File: src/rtl/pipeline_debug_ctrl.sv
// Debug sequencer for the 5-stage pipeline: run/pause/step/halt-drain control of the global
// enable, snapshot of PC, latch buses and register file, streamed MSB-first over a byte port.
module pipeline_debug_ctrl #(
    parameter logic [31:0] HALT_WORD    = 32'hFFFF_FFFF,
    parameter int unsigned DRAIN_CYCLES = 4,
    parameter bit          DUMP_REGS    = 1'b1
) (
    input  logic          clk,
    input  logic          rst,
    input  logic [7:0]    cmd_data,
    input  logic          cmd_valid,
    output logic          cmd_ready,
    output logic [7:0]    tx_data,
    output logic          tx_valid,
    input  logic          tx_ready,
    input  logic [31:0]   instruccion,
    input  logic [7:0]    pc,
    input  logic [39:0]   if_id,
    input  logic [143:0]  id_ex,
    input  logic [79:0]   ex_m,
    input  logic [79:0]   m_wb,
    input  logic [1023:0] registros,
    output logic          pipe_enable,
    output logic          halted,
    output logic          busy
);

    localparam int unsigned FrameBits = DUMP_REGS ? 1408 : 384;
    localparam int unsigned NumBytes  = FrameBits / 8;
    localparam logic [7:0]  LastIdx   = 8'(NumBytes - 1);
    localparam logic [7:0]  LastDrain = 8'(DRAIN_CYCLES - 1);

    localparam logic [7:0] CmdRun   = 8'h52;
    localparam logic [7:0] CmdStep  = 8'h53;
    localparam logic [7:0] CmdDump  = 8'h44;
    localparam logic [7:0] CmdPause = 8'h50;

    typedef enum logic [2:0] {StIdle, StRun, StDrain, StStep, StSnap, StSend} state_e;

    state_e                 state_q, state_d;
    logic                   pipe_en_q, pipe_en_d;
    logic                   halted_q, halted_d;
    logic [7:0]             idx_q, idx_d;
    logic [7:0]             drain_q, drain_d;
    logic [31:0]            cycle_q;
    logic [FrameBits-1:0]   frame_q, frame_d;
    logic [FrameBits-1:0]   snap_w;
    logic                   cmd_fire;
    logic                   tx_fire;

    if (DUMP_REGS) begin : g_regs
        assign snap_w = {cycle_q, pc, if_id, id_ex, ex_m, m_wb, registros};
    end else begin : g_no_regs
        logic unused_regs;
        assign snap_w      = {cycle_q, pc, if_id, id_ex, ex_m, m_wb};
        assign unused_regs = ^registros;
    end

    assign cmd_ready   = (state_q == StIdle) || (state_q == StRun);
    assign tx_valid    = (state_q == StSend);
    assign busy        = (state_q != StIdle);
    assign cmd_fire    = cmd_valid && cmd_ready;
    assign tx_fire     = tx_valid && tx_ready;
    // Frame is a shift register, so the byte on the wire is always the top byte.
    assign tx_data     = frame_q[FrameBits-1 -: 8];
    assign pipe_enable = pipe_en_q;
    assign halted      = halted_q;

    always_comb begin
        state_d  = state_q;
        halted_d = halted_q;
        idx_d    = idx_q;
        drain_d  = drain_q;
        frame_d  = frame_q;
        unique case (state_q)
            StIdle: begin
                if (cmd_fire) begin
                    case (cmd_data)
                        CmdRun: begin
                            state_d  = StRun;
                            halted_d = 1'b0;
                        end
                        CmdStep: begin
                            state_d  = StStep;
                            halted_d = 1'b0;
                        end
                        CmdDump: state_d = StSnap;
                        default: ;
                    endcase
                end
            end
            StRun: begin
                // Halt word beats a simultaneous pause; the pause byte is still consumed.
                if (instruccion == HALT_WORD) begin
                    state_d = StDrain;
                    drain_d = 8'd0;
                end else if (cmd_fire && (cmd_data == CmdPause)) begin
                    state_d = StIdle;
                end
            end
            StDrain: begin
                if (drain_q == LastDrain) begin
                    state_d  = StSnap;
                    halted_d = 1'b1;
                end else begin
                    drain_d = drain_q + 8'd1;
                end
            end
            StStep: state_d = StSnap;
            StSnap: begin
                frame_d = snap_w;
                idx_d   = 8'd0;
                state_d = StSend;
            end
            StSend: begin
                if (tx_fire) begin
                    frame_d = frame_q << 8;
                    if (idx_q == LastIdx) begin
                        state_d = StIdle;
                        idx_d   = 8'd0;
                    end else begin
                        idx_d = idx_q + 8'd1;
                    end
                end
            end
            default: state_d = StIdle;
        endcase
        pipe_en_d = (state_d == StRun) || (state_d == StDrain) || (state_d == StStep);
    end

    always_ff @(posedge clk) begin
        if (rst) begin
            state_q   <= StIdle;
            pipe_en_q <= 1'b0;
            halted_q  <= 1'b0;
            idx_q     <= 8'd0;
            drain_q   <= 8'd0;
            cycle_q   <= 32'd0;
            frame_q   <= '0;
        end else begin
            state_q   <= state_d;
            pipe_en_q <= pipe_en_d;
            halted_q  <= halted_d;
            idx_q     <= idx_d;
            drain_q   <= drain_d;
            cycle_q   <= cycle_q + 32'(pipe_en_q);
            frame_q   <= frame_d;
        end
    end

endmodule
File: config.mk
export PLATFORM = sky130hd
export DESIGN_NAME = pipeline_debug_ctrl
export DESIGN_NICKNAME = d
export VERILOG_FILES = /design/src/rtl/pipeline_debug_ctrl.sv
export SDC_FILE = /design/constraint.sdc
export NUM_CORES = 2
export LEC_CHECK = 0
export CORE_AREA = 5 5 550 552
export DETAILED_ROUTE_END_ITERATION = 8
export DIE_AREA = 0 0 555 557
export SLEW_MARGIN = 20
export SYNTH_ARGS = -nofsm -noshare
export SYNTH_HDL_FRONTEND = slang
export SYNTH_SLANG_ARGS = --single-unit
File: constraint.sdc
create_clock -name clk -period 2.2 [get_ports clk]
set_clock_uncertainty 0.05 [all_clocks]
set_input_delay 0.44 -clock clk [delete_from_list [all_inputs] [get_ports clk]]
set_output_delay 0.44 -clock clk [all_outputs]
set_load 0.05 [all_outputs]
* Word level (Yosys, flattened, before mapping)
Cells that the tools add are included.
** Word-level totals
- Logic and storage cells :: 66
- Output and inout bits :: 13
- Bits in latches :: 0
- Input bits :: 1420
- Memories kept :: 0
- RAM bits :: 0
- Register bits :: 1461
- ROM bits :: 0
** Operators by class
- Bitwise logic cells :: 0
- Add/sub/neg operators :: 3
- Reductions and logical operators :: 15
- Multiplexer cells :: 20
- Eq/ne operators :: 21
- Shift operators :: 0
- Divide/modulo/power cells :: 0
- $mul :: 0
- $lt $le $gt $ge :: 0
** Operators by type and width (count)
- 1408-bit case mux with 2 select lines :: 1
- 1408-bit 2-to-1 mux :: 1
- 32-bit by 1-bit adder with 32-bit output :: 1
- 32-bit equality test, second input constant :: 1
- 8-bit by 7-bit equality test with 1-bit output, second input constant :: 4
- 8-bit 2-to-1 mux :: 4
- 8-bit case mux with 2 select lines :: 2
- 3-bit 2-to-1 mux :: 6
- 3-bit case mux with 6 select lines :: 1
- 8-bit by 1-bit adder with 8-bit output, second input constant :: 2
- 3-bit by 2-bit equality test with 1-bit output, second input constant :: 4
- 3-bit case mux with 3 select lines :: 1
- 8-bit by 2-bit equality test with 1-bit output, second input constant :: 1
- 8-bit equality test, second input constant :: 1
- 2-bit inequality test, second input constant :: 4
- 3-bit by 1-bit equality test with 1-bit output, second input constant :: 2
- 3-bit equality test, second input constant :: 2
- 2-bit nonzero test :: 3
- 2-bit by 1-bit inequality test with 1-bit output, second input constant :: 2
- 4-bit AND reduction :: 1
- 1-bit logical AND :: 3
- 3-bit logical NOT :: 1
- 1-bit logical OR :: 3
- 1-bit 2-to-1 mux :: 3
- other kinds (5) :: 5

* Longest topological paths before layout
- Depth in word-level cells :: 10
- Mapped depth :: 8
- Depth with buffers taken out :: 6

* Worst setup path after synthesis
OpenSTA, ideal clock, no wires.
- Kind :: reg2reg
- Start point :: register pipe_en_q (netlist: pipe_enable)
- End point :: register cycle_q[14]
- Arrival time :: 1.900 ns
- Stages on the path, launching flop included :: 6
- Setup time :: 0.070 ns
- Period minus slack after synthesis :: 2.020 ns
- Setup slack :: 0.180 ns
- Required time :: 2.080 ns
- Path buffers :: 0
- Cells stage by stage :: dfxtp_1 -> ha_1 -> ha_1 -> nand4_1 -> or3_2 -> a21oi_1
** On the way
- Longest elaborated chain between the ends :: 1
** RTL lines
- start, declared :: RTL line 41 : logic pipe_en_q, pipe_en_d;
- start signal, assigned :: RTL line 142 : pipe_en_q <= pipe_en_d;
- 32-bit by 1-bit adder with 32-bit output :: RTL line 146 : cycle_q <= cycle_q + 32'(pipe_en_q);
- end signal, assigned :: RTL line 146
- end, declared :: RTL line 45 : logic [31:0] cycle_q;
No other way between the ends.
A chain may end at the register's enable or synchronous reset.

* Worst setup path in the final report
- Start point :: register state_q[1]
- End point :: output port tx_valid
** On the way
- Longest elaborated chain between the ends :: 1
** RTL lines
- start, declared :: RTL line 40 : state_e state_q, state_d;
- start signal, assigned :: RTL line 133 : state_q <= StIdle;
- start signal, assigned :: RTL line 141 : state_q <= state_d;
- 3-bit equality test :: RTL line 60 : assign tx_valid = (state_q == StSend);
- end, declared :: RTL line 14 : output logic tx_valid,
No other way between the ends.

==> qor.yml <==
placed_cell_area_mm2: 0.0832
maxSlewViolCount: 0
hold_class: "input pin to flop"
drv_cap: 0
row_count: 200
cts_tree: "yes"
netlist-cell-type-count: 48
setup_slack_ns: -0.265
wl_per_cell_um: 21.8
violations: "negative setup slack"
io_pins: 1433
drc_errors: 0
tightest_slew_ns: 0.728
clock_latency_ns: 0.82
rsz0062_at_grt: "yes"
preCtsSetupSlack_ns: -0.414
syn_to_final_growth_pct: 50.2
grt_overflow_total: 0
startpoint_type: "flop"
numClockSinks: 1461
cts_made_buffers: 168
fin_area_mm2: 0.0938
nets: 10979
swShare_pct: 23.1
max-clock-path-buffers: 4
dr.pass1.iters: 8
relSlewSlack_pct: 51.5
numPortBuffers: 1432
vias_per_cell: 4.80
status: "complete, but fails checks"
grtUsageMet3_pct: 3.33
routabilityCongestion: 0.883
synth_cells: 8105
syn-cell-area_mm2: 0.0625
postSynthRegisterBits: 1461
crit_required_ns: 1.71
pwr-share-comb_pct: 7.6
internal_power_mw: 46.5
cts.clk_slew.worst_paths_ns: 0.06
fin_crit_sh_pct: 112
utilization_pct: 31.7
fmax_mhz: 406
synth_edf_count: 0
antenna_found_initial: 87
power_density_mw_per_mm2: 645
period_needed_ns: 2.47
clockPowerShare_pct: 48.5
synth.yosys.seq_area_share_pct: 46.8
synth_area_per_cell_um2: 7.71
worstPathMaxFanout: 2
path_class: "flop to primary output"
end_kind: "primary output"
register_area_mm2: 0.0293
synth_top_area_cell: "dfxtp_1"
dp_hpwl_um: 218000
grt.met2_usage_pct: 27.4
grt_usage_pct: 17.0
grt_use_met1_pct: 22.6
grt_pass1_wl_um: 399000
grt_pass1_vias: 60139
fin_hold_ws_ns: 0.108
p_leak_nw: 32.6
p_sw_mw: 14.0
routed_wl_um: 298000
grt_max_degree: 132
dieArea_mm2: 0.309
sequentialPowerShare_pct: 43.9
top_usage_layer: "met2"
drive_gt1_share_pct: 10.1
yosys-top-cells-area: "dfxtp_1 47%, a311oi_1 20%, nand2_1 17%"
synth_top_area_share_pct: 46.8
ant_nets: 0
syn_nets: 9529
multiInputGateArea_mm2: 0.0298
setup_viol: 360
ys.flop_type: "dfxtp_1"
core_mm2: 0.296
finalSetupTns_ns: -14.86
drtIter0Drc: 6341
vias: 65523
ys_async_sr_fraction_pct: 0
cp.arrival_ns: 1.98
fp.dieH_um: 557
die_x_um: 555
cts-root-buf: "clkbuf_16"
vdd_ir_drop_max_v: 0.000572
ys_warn_count: 0
cts.htree.levels: 4
initial_core_util_pct: 21.1
fillers: 31130
hold_viol_final: 0
## worst max-delay path, stage by stage, from the launching register on
cell and delay, ns:
dfxtp_2 0.33, and2b_2 0.25, nand2_8 0.12, inv_16 0.04
buf_16 0.14, buf_16 0.13, buf_12 0.14
## cell usage in the layout (no fill, tap or decap), types with 35 or more instances in the layout
| cell | instances |
|---|---|
| clkbuf_16 | 259 |
| clkdlybuf4s50_1 | 1418 |
| buf_4 | 265 |
| clkbuf_1 | 37 |
| nand2_1 | 2818 |
| nor2_1 | 1456 |
| diode_2 | 40 |
| buf_8 | 35 |
| buf_16 | 44 |
| buf_12 | 148 |
| a311oi_1 | 1361 |
| clkbuf_8 | 38 |
| dfxtp_1 | 1459 |
| buf_6 | 69 |
| a311oi_2 | 39 |
## per-layer routing
layer  up-vias  wire length (um)
li1      31239                 -
met1     31194            127000
met2      2587            136000
met3       445             23500
met4        58             10700
met5         -               339
## final timing paths
| kind | from | to | slack [ns] | cells past startpoint |
|---|---|---|---|---|
| setup reg to reg | state_q[1]$_SDFF_PP0_ | frame_q[710]$_SDFFE_PP0P_ | -0.19 | 12 |
| hold / removal | rst | frame_q[69]$_SDFFE_PP0P_ | 0.11 | 3 |
| setup / recovery | state_q[1]$_SDFF_PP0_ | tx_valid | -0.27 | 6 |
| hold reg to reg | frame_q[606]$_SDFFE_PP0P_ | frame_q[614]$_SDFFE_PP0P_ | 0.36 | 2 |
## area by class of cell
| class | count | area share, % |
|---|---|---|
| Clock buffer | 247 | 5.29 |
| Antenna cell | 40 | 0.107 |
| Timing Repair Buffer | 2074 | 25.5 |
| Sequential cell | 1461 | 31.2 |
| Inverter | 6 | 0.0413 |
| Tap cell | 3939 | 5.25 |
| Clock inverter | 52 | 0.812 |
| Multi-Input combinational cell | 5844 | 31.8 |
## sequential cells by signal, indices dropped and copies added (netlist names)
name         flops
state_q          3
idx_q            8
halted           1
frame_q       1408
pipe_enable      1
cycle_q         32
drain_q          8
## stage by stage
| stage | std cells | total power [mW] |
|---|---|---|
| after floorplan | 8105 | 28.1 |
| after global placement | 13121 | 31.7 |
| after detailed placement | 13121 | 31.7 |
| after CTS | 13437 | 61.1 |
| after global routing | 13653 | 62.4 |
| final | 13663 | 60.5 |
## repair_timing
| item | in CTS | in global routing |
|---|---|---|
| buffers inserted | 12 | 87 |
| pin swaps | 3 | 314 |
| setup endpoints to repair | 25 | 1333 |
| hold buffers | 0 | 0 |
| resized for setup | 69 | 241 |
| gates cloned | 5 | 102 |
## power by group through the flow
stage | clock network (mW) | logic [mW] | registers (mW)
final | 29.4 | 4.60 | 26.6
after global routing | 31.0 | 4.82 | 26.6
after CTS | 29.9 | 4.54 | 26.6
after detailed placement | 0 | 4.50 | 27.2
after global placement | 0 | 4.53 | 27.2
after floorplan | 0 | 1.00 | 27.1
## cell usage after synthesis, types with 4 or more instances
| cell | n |
|---|---|
| a21oi_1 | 9 |
| a22oi_1 | 8 |
| a311oi_1 | 1400 |
| and3_1 | 4 |
| and4_1 | 5 |
| buf_1 | 12 |
| buf_2 | 479 |
| buf_4 | 21 |
| clkbuf_1 | 280 |
| dfxtp_1 | 1461 |
| ha_1 | 4 |
| inv_1 | 5 |
| nand2_1 | 2821 |
| nand2b_1 | 4 |
| nand3_1 | 15 |
| nand4_1 | 18 |
| nor2_1 | 1459 |
| nor3_1 | 9 |
| nor4_1 | 11 |
| o21ai_0 | 4 |
| xnor2_1 | 19 |
| xor2_1 | 20 |
## kinds of logic after synthesis
group,synth area share [%]
AOI/OAI and AO/OA,20.0
xor gates and xnor gates,0.547
adders and majority gates,0.0801
buffers and inverters,5.92
DFF,46.8
and+or+nand+nor,26.7
No activity file was read; power rests on OpenSTA's default activity.
